===== src/rtl/ndro_sched_pkg.sv =====
// Shared types and sizing helpers for the NDRO bank scheduler.
package ndro_sched_pkg;

    typedef enum logic [2:0] {
        IDLE,
        PULSE,
        SETTLE,
        WAIT_OUT,
        ACK
    } state_t;

    typedef enum logic {
        OP_WR,
        OP_RD
    } op_t;

    // Countdown counter must hold the larger of the two timing parameters.
    function automatic int cnt_width(input int setup_cyc, input int read_win);
        int m;
        m = (setup_cyc > read_win) ? setup_cyc : read_win;
        return $clog2(m + 1);
    endfunction

endpackage


===== src/rtl/sfq_toggle_det.sv =====
// Registered toggle detector: flags every bit whose level differs from last cycle.
module sfq_toggle_det #(
    parameter int N = 4
) (
    input  logic         clk,
    input  logic         rst_n,
    input  logic [N-1:0] cur,
    output logic [N-1:0] change
);

    logic [N-1:0] prev_q;

    always_ff @(posedge clk or negedge rst_n) begin
        if (!rst_n) prev_q <= '0;
        else        prev_q <= cur;
    end

    assign change = cur ^ prev_q;

endmodule


===== src/rtl/ndro_bank_sched.sv =====
// Arbitrates write/read access to an NDRO cell bank and issues toggle-encoded pulses.
module ndro_bank_sched
    import ndro_sched_pkg::*;
#(
    parameter int N_CELLS   = 4,
    parameter int IDX_W     = 2,
    parameter int SETUP_CYC = 2,
    parameter int READ_WIN  = 3
) (
    input  logic               clk,
    input  logic               rst_n,
    input  logic               wr_req,
    input  logic [IDX_W-1:0]   wr_idx,
    input  logic               wr_data,
    output logic               wr_ack,
    input  logic               rd_req,
    input  logic [IDX_W-1:0]   rd_idx,
    output logic               rd_ack,
    output logic               rd_data,
    output logic               busy,
    output logic [N_CELLS-1:0] cell_set,
    output logic [N_CELLS-1:0] cell_reset,
    output logic [N_CELLS-1:0] cell_clk,
    input  logic [N_CELLS-1:0] cell_out
);

    localparam int                CNT_W       = cnt_width(SETUP_CYC, READ_WIN);
    localparam logic [CNT_W-1:0]  SETTLE_LOAD = CNT_W'((SETUP_CYC > 1) ? SETUP_CYC - 2 : 0);
    localparam logic [CNT_W-1:0]  WIN_LOAD    = CNT_W'(READ_WIN - 1);
    localparam logic [IDX_W:0]    N_LIM       = (IDX_W + 1)'(N_CELLS);

    state_t             state_q, state_d;
    op_t                op_q, op_d;
    logic [IDX_W-1:0]   idx_q, idx_d;
    logic [CNT_W-1:0]   cnt_q, cnt_d;
    logic               rr_q, rr_d;
    logic               rd_bit_q, rd_bit_d;
    logic [N_CELLS-1:0] set_q, reset_q, clk_q;
    logic [N_CELLS-1:0] set_tgl, reset_tgl, clk_tgl;
    logic [N_CELLS-1:0] change, g_sel, q_sel;
    logic               pick_wr, g_in_range;
    logic [IDX_W-1:0]   g_idx;

    sfq_toggle_det #(.N(N_CELLS)) u_det (
        .clk    (clk),
        .rst_n  (rst_n),
        .cur    (cell_out),
        .change (change)
    );

    // rr_q = 0 favours the writer on contention.
    assign pick_wr    = wr_req & (~rd_req | ~rr_q);
    assign g_idx      = pick_wr ? wr_idx : rd_idx;
    assign g_in_range = ({1'b0, g_idx} < N_LIM);

    always_comb begin
        g_sel = '0;
        q_sel = '0;
        for (int unsigned i = 0; i < N_CELLS; i++) begin
            g_sel[i] = (g_idx == IDX_W'(i));
            q_sel[i] = (idx_q == IDX_W'(i));
        end
    end

    // The pulse register flips on the grant edge so the toggle is visible in PULSE.
    always_comb begin
        state_d   = state_q;
        op_d      = op_q;
        idx_d     = idx_q;
        cnt_d     = cnt_q;
        rr_d      = rr_q;
        rd_bit_d  = rd_bit_q;
        set_tgl   = '0;
        reset_tgl = '0;
        clk_tgl   = '0;
        case (state_q)
            IDLE: begin
                if (wr_req || rd_req) begin
                    op_d     = pick_wr ? OP_WR : OP_RD;
                    idx_d    = g_idx;
                    rd_bit_d = 1'b0;
                    if (wr_req && rd_req) rr_d = ~rr_q;
                    if (g_in_range) begin
                        state_d = PULSE;
                        if (!pick_wr)     clk_tgl   = g_sel;
                        else if (wr_data) set_tgl   = g_sel;
                        else              reset_tgl = g_sel;
                    end else begin
                        state_d = ACK;
                    end
                end
            end
            PULSE: begin
                if (op_q == OP_WR) begin
                    if (SETUP_CYC > 1) begin
                        state_d = SETTLE;
                        cnt_d   = SETTLE_LOAD;
                    end else begin
                        state_d = ACK;
                    end
                end else begin
                    state_d = WAIT_OUT;
                    cnt_d   = WIN_LOAD;
                end
            end
            SETTLE: begin
                if (cnt_q == '0) state_d = ACK;
                else             cnt_d   = cnt_q - CNT_W'(1);
            end
            WAIT_OUT: begin
                if (|(change & q_sel)) begin
                    rd_bit_d = 1'b1;
                    state_d  = ACK;
                end else if (cnt_q == '0) begin
                    state_d = ACK;
                end else begin
                    cnt_d = cnt_q - CNT_W'(1);
                end
            end
            ACK:     state_d = IDLE;
            default: state_d = IDLE;
        endcase
    end

    always_ff @(posedge clk or negedge rst_n) begin
        if (!rst_n) begin
            state_q  <= IDLE;
            op_q     <= OP_WR;
            idx_q    <= '0;
            cnt_q    <= '0;
            rr_q     <= 1'b0;
            rd_bit_q <= 1'b0;
            set_q    <= '0;
            reset_q  <= '0;
            clk_q    <= '0;
        end else begin
            state_q  <= state_d;
            op_q     <= op_d;
            idx_q    <= idx_d;
            cnt_q    <= cnt_d;
            rr_q     <= rr_d;
            rd_bit_q <= rd_bit_d;
            set_q    <= set_q ^ set_tgl;
            reset_q  <= reset_q ^ reset_tgl;
            clk_q    <= clk_q ^ clk_tgl;
        end
    end

    assign busy       = (state_q != IDLE);
    assign wr_ack     = (state_q == ACK) && (op_q == OP_WR);
    assign rd_ack     = (state_q == ACK) && (op_q == OP_RD);
    assign rd_data    = rd_ack & rd_bit_q;
    assign cell_set   = set_q;
    assign cell_reset = reset_q;
    assign cell_clk   = clk_q;

endmodule


===== config.mk =====
export PLATFORM = sky130hd
export DESIGN_NAME = ndro_bank_sched
export DESIGN_NICKNAME = d
export VERILOG_FILES = /design/src/rtl/ndro_sched_pkg.sv /design/src/rtl/sfq_toggle_det.sv /design/src/rtl/ndro_bank_sched.sv
export SDC_FILE = /design/constraint.sdc
export NUM_CORES = 1
export LEC_CHECK = 0
export BUFFER_PORTS_ARGS = -buffer_cell sky130_fd_sc_hd__buf_2
export CAP_MARGIN = 20
export CORE_UTILIZATION = 55
export DETAILED_ROUTE_END_ITERATION = 8
export PLACE_DENSITY = 0.81
export SETUP_SLACK_MARGIN = 0.1
export SLEW_MARGIN = 15
export SYNTH_ARGS = -nofsm -noshare
export SYNTH_HDL_FRONTEND = slang
export SYNTH_SLANG_ARGS = --single-unit

===== constraint.sdc =====
create_clock -name clk -period 2.77 [get_ports clk]
set_input_delay 0.277 -clock clk [delete_from_list [all_inputs] [get_ports clk]]
set_output_delay 0.277 -clock clk [all_outputs]
set_load 0.01 [all_outputs]

==> qor.yml, run 1 <==
status: "completed"
post_drt_wl_per_cell_um: 13.3
cts.root.buffer_cell: "clkbuf_4"
synth_edf_count: 0
setup_ws_ps: 805
cp_slowest_cell: "dfrtp_1"
yosysSeqAreaShare_pct: 49.9
slew_headroom_pct: 60.2
worstSetupEndpointType: "primary output"
cts-htree-levels: 1
gr-usage-all-layers_pct: 21.3
cap_violations: 0
clkTransAtPathRegs_ps: 130
critPathKind: "reg2out"
grt_pass1_vias: 935
initial_core_util_pct: 58.4
powerDensity_nw_per_um2: 1020
hold_path.class: "in2reg"
port_buffers: 28
crit_chain: "nor2_1 -> and3_1 -> and2_1 -> buf_2"
coreArea_um2: 2230
ys_warn_count: 0
numCtsBuffers: 3
cpPeakStageDelay_ps: 540
max-clock-path-buffers: 2
final-setup-viol-count: 0
area_growth_pct: 14.9
post-route-period-util_pct: 71.0
yosysMostFrequentCell: "dfrtp_1"
crit_required_ps: 2490
fin_crit_ps: 1970
n_antenna_cell: 0
gp_congestion: 0.872
grt_setup_unrepaired: "false"
nNetsFinal: 167
cts_hold_buffers: 1
postSynthAreaPerCell_um2: 10.7
synthesis.nets: 136
cts_resized: 0
wl_mm: 2.39
syn_area_um2: 1300
postCtsSetupBuffers: 0
ant_nets: 0
viasPerCell: 5.42
finalSetupTns_ps: 0
antenna_found_initial: 0
pre_cts_ws_ps: 1200
row_count: 17
synthDistinctLibCells: 38
yosys-top-cells-count: "dfrtp_1 (26), nor2_1 (11), xor2_1 (9)"
critPathTopFamily: "simple AND/OR/NAND/NOR gates"
yosys.area.top_type: "dfrtp_1"
vias: 970
num_io_pins: 29
leakage_nw: 0.701
drv_slew: 0
insertion_delay_ps: 310
dieArea_um2: 2570
grt_overflow: 0
fin_skew_ps: 4.59
dp_hpwl_mm: 1.79
grt_pass1_wl_mm: 3.98
cp_num_buf_inv: 1
ys_ff_latch: 26
synthTopCellsByArea: "dfrtp_1 (50%), xor2_1 (6.0%), xnor2_1 (5.4%)"
route.detailed.drc: 0
synthCells: 122
die_x_um: 50.7
async_reset_ff_share_pct: 100
first_pass_iters: 4
cts_tree: "yes"
hold_violations: 0
worstPathMaxFanout: 11
finalPower_w: 0.00152
drive_above_1_share_pct: 25.8
drtIter0Drc: 12
grt_max_degree: 27
ys.flop_type: "dfrtp_1"
fmax_mhz: 509
clock-sinks: 26
start_kind: "flop"
cp.arrival_ps: 1690
tightest_slew_ps: 591
ir_drop_uv: 633
dieHeight_um: 50.7
synth_top_cell_area_share_pct: 49.9
## state kept, by name, indices dropped and copies added (netlist names)
register / cells
op_q: 1
cnt_q: 2
cell_set: 4
idx_q: 2
rr_q: 1
rd_bit_q: 1
u_det.prev_q: 4
cell_clk: 4
state_q: 3
cell_reset: 4
## layer usage
layer / GRT usage (%) / wire length (µm) / up-vias
met5: 0 / 0 / -
met4: 11.1 / 39 / 0
met3: 3.94 / 93 / 6
met2: 34.4 / 1170 / 22
met1: 26.9 / 1090 / 458
li1: - / - / 484
## area by class of cell
type / instances / area (µm²)
multi-input cells: 89 / 624
well taps: 28 / 35.0
repair buffers: 29 / 150
flip-flops and latches: 26 / 651
fillers: 191 / 736
clock buffers: 3 / 22.5
inverters: 4 / 15.0
## cells by family (layout without fill, tap and decap cells)
logic type | after synthesis | after routing | synth area share [%]
and+or+nand+nor | 48 | 48 | 22.3
DFF | 26 | 26 | 49.9
AOI/OAI and AO/OA | 20 | 20 | 10.9
xor gates and xnor gates | 17 | 17 | 11.4
buffers and inverters | 7 | 36 | 2.21
muxes | 3 | 3 | 2.30
adders and majority gates | 1 | 1 | 0.960
## final timing paths
check                                                 end                    from  slack [ps]  cells after the start
worst max-delay path                              rd_data  state_q[1]$_DFFE_PN0P_         800                      4
worst min-delay path            u_det.prev_q[1]$_DFF_PN0_             cell_out[1]          80                      1
worst max register to register      cell_clk[0]$_DFF_PN0_  state_q[2]$_DFFE_PN0P_        1210                      4
worst min register to register      cell_set[0]$_DFF_PN0_   cell_set[0]$_DFF_PN0_         470                      1
min in group asynchronous            cnt_q[0]$_DFFE_PN0P_                   rst_n         470                      2
max in group asynchronous                op_q$_DFFE_PN0P_                   rst_n        1930                      2
## placed cells by master (no fill, tap or decap), types with 2 or more instances in the layout
cell,Yosys,layout
a211oi_1,2,2
a21oi_1,2,2
and3_1,2,2
buf_2,2,28
clkbuf_4,0,3
dfrtp_1,26,26
inv_1,4,4
mux2i_1,3,3
nand2_1,7,7
nand2b_1,4,4
nand3_1,4,4
nand3b_1,5,5
nor2_1,11,11
nor3_1,2,2
nor3b_2,3,3
o21a_1,2,2
o21ai_0,4,4
o22ai_1,3,3
xnor2_1,8,8
xor2_1,9,9
## through the flow
stage	cells	hold WS, ps	util (%)	instance area (µm²)
5_1_grt	179	54.9	67.1	1500
3_3_place_gp	175	305	65.6	1470
4_1_cts	179	66.1	67.1	1500
6_report	179	79.0	67.1	1500
3_5_place_dp	175	309	65.6	1470
2_1_floorplan	122	-18.6	-	1300
## power breakdown
group / leakage [nW] / total (W) / switching [W] / internal (W)
clock network: 0.0138 / 0.000156 / 0.000105 / 0.0000509
registers: 0.317 / 0.000703 / 0.000163 / 0.000539
logic: 0.369 / 0.000664 / 0.000347 / 0.000317
(Power assumes the default switching activity.)
==> run 2: changes to the inputs <==
CORE_UTILIZATION = 47   (was 55)
PLACE_DENSITY = 0.74   (was 0.81)
clock period = 1.8 ns   (was 2.77 ns; I/O delays follow)
==> run 2 against run 1 <==
  * Combinational power grew 70%
  * Highest routed layer unchanged
  * Cell area grew 5.7%
  * Global-route usage shrank 2.0 points
  * Worst setup slack lost 600 ps
  * Total power grew 61%
  * Count of clock-buffer cells in the layout is the same
  * Utilization shrank 4.9 points
  * Largest cell class unchanged
  * First-iteration DRC count shrank 8.3%
  * Largest power group is now combinational cells
  * Register-to-register slack lost 980 ps
  * Sequential share of layout area shrank 2.2 points
==> qor.yml, run 2 (synthesis gave the netlist of run 1 again) <==
grt_pass1_vias: 869  # -7.1%
final_area_um2: 1580  # +5.7%
layout_common_cells: "buf_2 (28), dfrtp_1 (24), nor2_1 (10), xor2_1 (9), xnor2_1 (8)"
combPwrFrac_pct: 46.2  # +2.6 points
cts_tree: "yes"
place_inst: 177  # +1.1%
max-clock-path-buffers: 2  # unchanged
insertion_delay_ps: 310  # about the same
fmax_mhz: 626
drtIter0Drc: 11  # -1
cap_violations: 0  # unchanged
cp.arrival_ps: 1420  # -270 ps
cpPeakStageDelay_ps: 490  # -50 ps
holdPathStages: 3  # +2
rr_worst_depth: 5  # +1
clkTransAtPathRegs_ps: 130  # about the same
tightest_slew_ps: 575  # -16.5 ps
status: "completed"
post-route-period-util_pct: 88.7
antenna_found_initial: 0  # unchanged
viasPerCell: 5.33  # -1.7%
die_x_um: 54.7  # +7.9%
r2r_start: "state_q[1]$_DFFE_PN0P_"
critPathTopFamily: "flip-flops"
initial_core_util_pct: 51.2  # -7.1 points
nFillCells: 215  # +13%
seqPwrFrac_pct: 44.1  # -2.1 points
setup_ws_ps: 203  # -601 ps
clock-sinks: 26  # unchanged
hold_start: "rd_idx[0]"
n_antenna_cell: 0  # unchanged
num_io_pins: 29  # unchanged
wl_mm: 2.41  # +0.96%
worstPathMaxFanout: 5  # -6
nNetsFinal: 173  # +3.6%
worstSetupEndpointType: "primary output"
gr-usage-all-layers_pct: 19.2  # -2.0 points
post-route-util_pct: 62.2  # -4.9 points
swShare_pct: 40.0  # -0.38 points
hold_path.class: "in2reg"
crit_start: "state_q[1]$_DFFE_PN0P_"
r2r_slack_ps: 230  # -980 ps
grt_pass1_wl_mm: 3.98  # unchanged
crit_chain: "nor2_4 -> and3_1 -> and2_1 -> buf_2"
hold_end: "cell_clk[3]$_DFF_PN0_"
post_drt_wl_per_cell_um: 12.9  # -3.4%
vias: 996  # +2.7%
start_kind: "flop"
fin_cells: 187  # +4.5%
cp_num_buf_inv: 1  # unchanged
first_pass_iters: 4  # unchanged
cts.root.buffer_cell: "clkbuf_4"
rr_endpoint: "cell_clk[0]$_DFF_PN0_"
fin_skew_ps: 4.84  # +0.247 ps
dp_hpwl_mm: 1.65  # -7.6%
grt_overflow: 0  # unchanged
leakage_nw: 0.731  # +4.3%
finalSetupTns_ps: 0  # unchanged
pre_cts_ws_ps: 273  # -925 ps
port_buffers: 28  # unchanged
final-setup-viol-count: 0  # unchanged
final_common_cell: "buf_2"
coreArea_um2: 2540  # +14%
cp_slowest_cell: "dfrtp_2"
powerDensity_nw_per_um2: 1550  # +53%
ant_nets: 0  # unchanged
grt_setup_unrepaired: "false"
ir_drop_uv: 1210  # +92%
critPathKind: "reg2out"
switchingPower_w: 0.000983  # +60%
multiInputGateArea_um2: 637  # +2.0%
final-seq-area_um2: 653  # +0.38%
drive_above_1_share_pct: 28.7  # +2.8 points
hold_violations: 0  # unchanged
cts-htree-levels: 1  # unchanged
row_count: 18  # +1
route.detailed.drc: 0  # unchanged
gp_congestion: 0.816  # -6.4%
pwr-share-clk_pct: 9.7  # -0.5 points
place_area_um2: 1470  # +0.17%
fin_crit_ps: 1600
drv_slew: 0  # unchanged
crit_required_ps: 1620  # -870 ps
grt_max_degree: 27  # unchanged
dieArea_um2: 2990  # +16%
dieHeight_um: 54.7  # +7.9%
numCtsBuffers: 3  # unchanged
slew_headroom_pct: 61.7  # +1.5 points
p_int_w: 0.00147  # +62%
area_growth_pct: 21.4
[run 2: cell count changes in the layout (fill, tap and decap cells not counted)]
cell,before,now
dlygate4sd3_1,1,5
dfrtp_1,26,24
dfrtp_2,0,2
buf_12,0,1
buf_4,0,1
nor2_1,11,10
nor2_4,0,1
nor3_1,2,1
nor3_2,0,1
[run 2: final cells by class]
| cell class | instances | area share [%] |
|---|---|---|
| well taps | 30 | 2.37 |
| inverters | 4 | 0.949 |
| repair buffers | 35 | 13.8 |
| clock buffers | 3 | 1.42 |
| flip-flops and latches | 26 | 41.3 |
| multi-input cells | 89 | 40.2 |
[run 2: worst max path at each step]
stage,endpoint,slack (ps),depth (start not counted)
2_1_floorplan,rd_data,430,4
3_3_place_gp,cell_clk[0]$_DFF_PN0_,340,4
3_5_place_dp,cell_clk[0]$_DFF_PN0_,270,4
4_1_cts,rd_data,110,4
5_1_grt,rd_data,100,3
6_report,rd_data,200,4
[run 2: metrics by stage]
stage | power (W) | hold slack (ps)
floorplan | 0.00178 | -116
global placement | 0.00207 | 208
detailed placement | 0.00211 | 216
CTS | 0.00237 | 151
global route | 0.00268 | 166
finish | 0.00246 | 155
[run 2: tightest hold or removal path, cell delays in order]
cell and delay (ps):
buf_2 130, nand3_1 80, xnor2_1 60
[run 2: timing repair]
item                                   CTS  global route
hold buffers                             5             0
setup endpoints to repair                1             2
setup buffers                            0             2
resized for setup                        2             3
endpoints found under the hold margin   30             0
[run 2: routing by layer]
| layer | vias up | part of all wire, % | global-route usage, % | routed length [µm] |
|---|---|---|---|---|
| met1 | 468 | 48 | 26.3 | 1150 |
| met3 | 8 | 4.2 | 4.17 | 101 |
| met2 | 23 | 45 | 28.3 | 1090 |
| met4 | 0 | 2.5 | 9.83 | 60 |
| li1 | 497 | - | - | - |
| met5 | - | 0 | 0 | 0 |
[run 2: power groups by stage]
stage               combinational, W  clock (W)  sequential, W
floorplan                   0.000698          0        0.00109
finish                       0.00113   0.000238        0.00108
global route                 0.00128   0.000270        0.00112
CTS                          0.00103   0.000251        0.00109
detailed placement           0.00102          0        0.00109
global placement            0.000987          0        0.00108
